===== config.mk =====
export PLATFORM = sky130hd
export DESIGN_NAME = div
export DESIGN_NICKNAME = d
export VERILOG_FILES = /design/src/rtl/div.sv
export SDC_FILE = /design/constraint.sdc
export NUM_CORES = 1
export LEC_CHECK = 0
export ABC_AREA = 1
export BUFFER_PORTS_ARGS = -buffer_cell sky130_fd_sc_hd__clkbuf_2
export CAP_MARGIN = 10
export CORE_MARGIN = 3
export CORE_UTILIZATION = 44
export DETAILED_ROUTE_END_ITERATION = 10
export GPL_TIMING_DRIVEN = 0
export SYNTH_ARGS = -nofsm -noshare
export SYNTH_HDL_FRONTEND = slang
export SYNTH_SLANG_ARGS = --single-unit
export TNS_END_PERCENT = 30

===== constraint.sdc =====
create_clock -name clk -period 7.5 [get_ports clk]
set_input_delay 1.5 -clock clk [delete_from_list [all_inputs] [get_ports clk]]
set_output_delay 1.5 -clock clk [all_outputs]
set_load 0.05 [all_outputs]

===== src/rtl/div.sv =====
// Multi-cycle 32-bit radix-2 restoring divider for the execute stage.
// Returns {remainder, quotient} with RISC-V divide-by-zero and overflow semantics.
module div (
   input  logic        clk,
   input  logic        rst,
   input  logic        signed_div_i,
   input  logic [31:0] opdata1_i,
   input  logic [31:0] opdata2_i,
   input  logic        start_i,
   input  logic        annul_i,
   output logic [63:0] result_o,
   output logic        ready_o
);

   typedef enum logic [1:0] {
      ST_FREE   = 2'd0,
      ST_BYZERO = 2'd1,
      ST_ON     = 2'd2,
      ST_END    = 2'd3
   } state_t;

   state_t      r_state;
   logic [4:0]  r_cnt;
   logic [31:0] r_dividendOrig;
   logic [31:0] r_divisor;
   logic [32:0] r_rem;
   logic [31:0] r_quo;
   logic        r_qneg;
   logic        r_rneg;

   logic [31:0] w_absOp1;
   logic [31:0] w_absOp2;
   logic [33:0] w_remShift;
   logic [33:0] w_diff;
   logic        w_geq;
   logic [32:0] w_remNext;
   logic [31:0] w_quoNext;
   logic [31:0] w_quoFinal;
   logic [31:0] w_remFinal;

   // 0x80000000 negates to itself and is then treated as unsigned 2^31.
   assign w_absOp1 = (signed_div_i && opdata1_i[31]) ? (~opdata1_i + 32'd1) : opdata1_i;
   assign w_absOp2 = (signed_div_i && opdata2_i[31]) ? (~opdata2_i + 32'd1) : opdata2_i;

   assign w_remShift = {r_rem, r_quo[31]};
   assign w_diff     = w_remShift - {2'b00, r_divisor};
   assign w_geq      = ~w_diff[33];
   assign w_remNext  = w_geq ? w_diff[32:0] : w_remShift[32:0];
   assign w_quoNext  = {r_quo[30:0], w_geq};
   assign w_quoFinal = r_qneg ? (~w_quoNext + 32'd1) : w_quoNext;
   assign w_remFinal = r_rneg ? (~w_remNext[31:0] + 32'd1) : w_remNext[31:0];

   // Annul returns to FREE from any state and discards whatever was in flight.
   always_ff @(posedge clk or posedge rst) begin
      if (rst) begin
         r_state        <= ST_FREE;
         r_cnt          <= 5'd0;
         r_dividendOrig <= 32'd0;
         r_divisor      <= 32'd0;
         r_rem          <= 33'd0;
         r_quo          <= 32'd0;
         r_qneg         <= 1'b0;
         r_rneg         <= 1'b0;
         result_o       <= 64'd0;
         ready_o        <= 1'b0;
      end else if (annul_i) begin
         r_state  <= ST_FREE;
         result_o <= 64'd0;
         ready_o  <= 1'b0;
      end else begin
         case (r_state)
            ST_FREE: begin
               result_o <= 64'd0;
               ready_o  <= 1'b0;
               if (start_i) begin
                  r_dividendOrig <= opdata1_i;
                  r_divisor      <= w_absOp2;
                  r_quo          <= w_absOp1;
                  r_rem          <= 33'd0;
                  r_cnt          <= 5'd0;
                  r_qneg         <= signed_div_i & (opdata1_i[31] ^ opdata2_i[31]);
                  r_rneg         <= signed_div_i & opdata1_i[31];
                  r_state        <= (opdata2_i == 32'd0) ? ST_BYZERO : ST_ON;
               end
            end
            ST_BYZERO: begin
               result_o <= {r_dividendOrig, 32'hFFFF_FFFF};
               ready_o  <= 1'b1;
               r_state  <= ST_END;
            end
            ST_ON: begin
               r_rem <= w_remNext;
               r_quo <= w_quoNext;
               r_cnt <= r_cnt + 5'd1;
               if (r_cnt == 5'd31) begin
                  result_o <= {w_remFinal, w_quoFinal};
                  ready_o  <= 1'b1;
                  r_state  <= ST_END;
               end
            end
            ST_END: begin
               if (!start_i) begin
                  result_o <= 64'd0;
                  ready_o  <= 1'b0;
                  r_state  <= ST_FREE;
               end
            end
            default: begin
               r_state <= ST_FREE;
            end
         endcase
      end
   end

endmodule


==> results of run 1 <==
-- sequential cells by signal, indices dropped and copies added, names as in the netlist --
signal / count
result_o: 64
r_rem: 33
r_dividendOrig: 32
r_divisor: 32
r_quo: 32
r_cnt: 5
r_state: 2
r_qneg: 1
r_rneg: 1
ready_o: 1
-- final cells by class --
cell class / count / share of cell area (%)
clock buffer: 35 / 4.37
buffer: 86 / 2.24
antenna: 1 / 0.0149
timing repair buffer: 134 / 4.13
inverter: 259 / 5.84
tap: 442 / 3.30
sequential: 203 / 30.3
clock inverter: 11 / 0.776
multi-input combinational: 1651 / 49.0
-- layer usage --
metal | wire (µm) | GRT usage [%] | vias to the layer above | part of all wire, %
met5 | 0 | 0 | - | 0
li1 | - | - | 7430 | -
met2 | 22900 | 45.4 | 652 | 42
met4 | 1450 | 7.51 | 0 | 2.6
met3 | 5160 | 7.39 | 77 | 9.4
met1 | 25400 | 44.6 | 7256 | 46
-- stage by stage --
stage               hold WS [ps]  setup TNS (ps)
floorplan                    449               0
global placement             463         -440830
detailed placement           467               0
CTS                          483               0
global route                 503               0
finish                       479               0
-- logic make-up (layout without fill, tap and decap cells) --
logic type	count (synthesis)	in the layout	synth area share, %
xor+xnor	68	68	4.07
simple gates	1187	1187	34.1
compound gates	353	353	14.2
other cells	0	1	0
flops	203	203	34.7
fa+ha+maj	43	43	3.73
buf+inv	345	525	9.20
-- synthesized netlist by cell type (14+ instances only) --
library cell  instances
dfrtp_1             203
nor2_1              158
a21oi_1              72
a22o_1               14
o21ai_1              21
o221ai_1             22
nand4_1              16
nand2_1             750
nor3_1               25
inv_1               251
o21ai_0             147
a31oi_1              14
xor2_1               55
nand3_1             174
o22ai_1              26
ha_1                 42
clkbuf_1             65
-- path summary, 6_finish.rpt --
| kind | start | end | slack, ps | depth (start not counted) |
|---|---|---|---|---|
| worst max register to register | r_divisor[22]$_DFFE_PP0P_ | result_o[30]$_DFFE_PP0P_ | 2330 | 23 |
| max in group asynchronous | rst | r_quo[24]$_DFFE_PP0P_ | 5360 | 3 |
| worst min register to register | result_o[60]$_DFFE_PP0P_ | result_o[60]$_DFFE_PP0P_ | 480 | 2 |
| worst max-delay path | r_divisor[22]$_DFFE_PP0P_ | result_o[30]$_DFFE_PP0P_ | 2330 | 23 |
| min in group asynchronous | rst | result_o[62]$_DFFE_PP0P_ | 1080 | 2 |
| worst min-delay path | result_o[60]$_DFFE_PP0P_ | result_o[60]$_DFFE_PP0P_ | 480 | 2 |
-- worst max-delay path, cell delays in order (launching register included) --
cell and delay (ps):
dfrtp_1 370, inv_1 170, ha_1 330, a21oi_1 230
o21ai_1 110, inv_1 60, nand2_1 100, a21oi_4 320
nand3_2 220, nand2_2 280, buf_2 370, ha_1 250
nand2_1 110, nor3_2 280, nand2_1 170, nor2_1 160
nand2_1 130, nor3_2 310, nand4_1 210, nor2_1 250
a21oi_1 130, o21ai_0 170, o21ai_1 100, a22o_1 220
-- cells in the final DEF (no fill, tap or decap), drive strengths merged, types with 16 or more instances in the layout --
master and n:
a21oi 78, nand3 181, nor2 172, clkbuf 233, dfrtp 203, nor3 29
ha 42, nand4 16, o21ai 169, o221ai 22, o22ai 26, buf 22
xor2 55, nand2 764, inv 258
==> impl_metrics.tcl, run 1 <==
set metrics [dict create \
    finClkSkew_ps 38.7 \
    synth_area_leaders "dfrtp_1 (35%), nand2_1 (19%), inv_1 (6.4%)" \
    ys_ff_latch 203 \
    overflow 0 \
    grt_usage_pct 30.5 \
    grt_max_degree 112 \
    worstPathArrival_ps 5630 \
    clk_pin_slew_ps 60 \
    core-area_um2 32700 \
    max_slew.worst_pin.slew_ps 973 \
    outcome "finished, final reports clean" \
    timing.fmax_mhz 193 \
    dieArea_um2 35500 \
    totalWireLength_mm 54.9 \
    drive_gt1_share_pct 10.6 \
    fin_crit_sh_pct 69.0 \
    async_flop_share_pct 100 \
    grt_pass1_vias 14500 \
    post_cts_buffers 0 \
    port-buffer-count 133 \
    vias 15400 \
    num-nets-final 2472 \
    dp_slack_ps 2430 \
    dr.pass1.iters 8 \
    worstSetupPathType "reg -> reg" \
    drc 0 \
    numCtsBuffers 25 \
    drtIter0Drc 1741 \
    clock-root-buffer "clkbuf_16" \
    crit_path_start_kind "flip-flop" \
    synth.net_count 2311 \
    cts_sinks 203 \
    ys_seq_area_share_pct 34.7 \
    cts_tree "done" \
    period_needed_ps 5170 \
    synth-edff-count 0 \
    seq_area_um2 5080 \
    syn2layout_area_growth_pct 14.5 \
    rsz0062_at_grt "no" \
    cp_data_required_time_ps 7950 \
    post-place-cells 2775 \
    io_pins 134 \
    wire_per_inst_um 19.4 \
    viasPerCell 5.46 \
    maxCapViolations 0 \
    fp.dieH_um 188 \
    gp_congestion 0.995 \
    die_w_um 188 \
    postLayoutCellArea_um2 16800 \
    fillers 3449 \
    antenna_found_initial 0 \
    yosysWarningCount 0 \
    rows 66 \
    hold_path_class "reg -> reg" \
    endpoint_kind "flip-flop" \
    dp_hpwl_mm 43.4 \
    fin_util_pct 51.3 \
    synth_flop_cell "dfrtp_1" \
    ant_nets 0 \
    insertion_delay_ps 560 \
    yosys.area.top_type "dfrtp_1" \
    crit_path_max_fanout 10 \
    syn-cell-area_um2 14600 \
    synth.avg_cell_area_um2 6.66 \
    finalSetupViolCount 0 \
    relSlewSlack_pct 35.1 \
    setup_ws_ps 2330 \
    instances_no_fill 2822 \
    finalMaxSlewViolations 0 \
    cts_resized 0 \
    grt_pass1_wl_mm 83.8 \
    start_util_pct 44.8 \
    htreeDepth 1 \
    synthDistinctLibCells 52 \
    cts_hold_repair.buffers 0 \
    post_dp_cell_area_um2 15900 \
    clock_path_buffers 3 \
    multi_input_area_um2 8220 \
    synthCells 2199 \
    hold_viol_final 0 \
    yosys.area.top_type_share_pct 34.7 \
]
Power of run 1 is not shown: default switching activity piles up to over one toggle a cycle in this logic, so the estimate is an artifact.
==> run 2, diff against run 1 <==
clock period = 5.3 ns   (was 7.5 ns; I/O delays follow)
==> impl_metrics.tcl, run 2 (same netlist as run 1, synthesis figures left out) <==
set metrics [dict create \
    timing.fmax_mhz 203 \
    maxCapViolations 0 \
    largest_registers "result_o x64, r_rem x33" \
    fillers 3414 \
    crit_top_cell "nand2_1" \
    htreeDepth 1 \
    critPathSlowestCell "dfrtp_1" \
    vias 15400 \
    fin_crit_sh_pct 92.8 \
    port-buffer-count 133 \
    post-place-cells 2779 \
    cts_tree "done" \
    tns_ps 0 \
    gp_congestion 0.961 \
    crit_path_start_kind "flip-flop" \
    grtUsageMet3_pct 4.58 \
    worstPathArrival_ps 5340 \
    worstSetupPathType "reg -> reg" \
    start_util_pct 44.8 \
    hold_path_class "reg -> reg" \
    num-nets-final 2475 \
    dp_hpwl_mm 44.7 \
    antenna_found_initial 0 \
    dr.pass1.iters 7 \
    crit_path_max_fanout 10 \
    instances_no_fill 2823 \
    outcome "finished, final reports clean" \
    die_w_um 188 \
    hp-start "result_o[61]$_DFFE_PP0P_" \
    cts_hold_repair.buffers 0 \
    drtIter0Drc 1615 \
    viasPerCell 5.46 \
    largest_reg_flops 64 \
    core-area_um2 32700 \
    dieArea_um2 35500 \
    grt_usage_pct 30.8 \
    overflow 0 \
    startpoint "r_divisor[30]$_DFFE_PP0P_" \
    grt_max_degree 42 \
    fin_util_pct 51.6 \
    drive_gt1_share_pct 10.8 \
    cts_resized 0 \
    wire_per_inst_um 19.8 \
    io_pins 134 \
    rr_startpoint "r_divisor[30]$_DFFE_PP0P_" \
    totalWireLength_mm 55.8 \
    cpPeakStageDelay_ps 380 \
    crit_chain "inv_1, ha_1, a21o_1, a21oi_1, nand2_1, a21oi_4, nand3_2, nand2_4, clkbuf_4, ha_1, nand2_1, nor3_2, nand2_1, nor2_1, nand2_1, nor3_4, nand4_1, nor2_2, a21oi_1, o21ai_0, o21ai_1, a22o_1" \
    clock-root-buffer "clkbuf_16" \
    top_register "result_o" \
    multi_input_area_um2 8230 \
    relSlewSlack_pct 35.1 \
    met1_usage_pct 47.7 \
    grt_use_met2_pct 45.5 \
    cts_sinks 203 \
    diodes 0 \
    max_slew.worst_pin.slew_ps 967 \
    ant_nets 0 \
    period_needed_ps 4920 \
    layout_commonest_cell "nand2_1" \
    endpoint_kind "flip-flop" \
    layout_common_cells "nand2_1 (750), inv_1 (250), dfrtp_1 (203), nand3_1 (174), nor2_1 (157)" \
    finalSetupViolCount 0 \
    post_cts_buffers 0 \
    seq_area_um2 5080 \
    rsz0062_at_grt "no" \
    drc 0 \
    busiest_layer "met1" \
    rows 66 \
    cp_data_required_time_ps 5720 \
    grt_pass1_wl_mm 84.7 \
    hold_viol_final 0 \
    clk_pin_slew_ps 60 \
    fp.dieH_um 188 \
    insertion_delay_ps 540 \
    finalMaxSlewViolations 0 \
    numCtsBuffers 24 \
    grt_pass1_vias 14400 \
    finClkSkew_ps 31.2 \
    clock_path_buffers 3 \
    syn2layout_area_growth_pct 15.2 \
]
[run 2: final timing paths]
kind	endpoint	slack, ps	cells past startpoint
setup / recovery	result_o[30]$_DFFE_PP0P_	380	22
hold / removal	result_o[61]$_DFFE_PP0P_	480	2
setup reg to reg	result_o[30]$_DFFE_PP0P_	380	22
hold reg to reg	result_o[61]$_DFFE_PP0P_	480	2
max in group asynchronous	r_divisor[9]$_DFFE_PP0P_	3820	4
min in group asynchronous	result_o[62]$_DFFE_PP0P_	610	2
[run 2: final cells by class]
| class | instances | share of cell area, % |
|---|---|---|
| Multi-Input combinational cell | 1651 | 48.8 |
| Sequential cell | 203 | 30.1 |
| Inverter | 259 | 5.79 |
| Timing Repair Buffer | 138 | 4.54 |
| Clock buffer | 33 | 4.24 |
| Tap cell | 442 | 3.28 |
| Buffer | 86 | 2.24 |
| Clock inverter | 11 | 0.979 |
[run 2: worst max-delay path, delay by kind of cell (launching register included)]
family / cells / cell delay [ps]
compound gates: 7 / 1200
fa+ha+maj: 2 / 560
buf+inv: 2 / 510
flops: 1 / 380
simple gates: 11 / 2130
[run 2: per-stage QoR]
stage               worst slack [ps]  hold WS (ps)  area [µm²]
detailed placement               352           467       16000
finish                           381           479       16900
global route                    48.9           498       16900
CTS                              291           484       16900
global placement                 153           464       15900
floorplan                       1570           449       14600
[run 2: layer usage]
metal | routed length (µm) | vias up | share of wire [%]
met2 | 23300 | 618 | 42
met1 | 26600 | 7268 | 48
li1 | - | 7450 | -
met4 | 1340 | 0 | 2.4
met5 | 0 | - | 0
met3 | 4650 | 72 | 8.3
Power of run 2 is left out for the same reason.
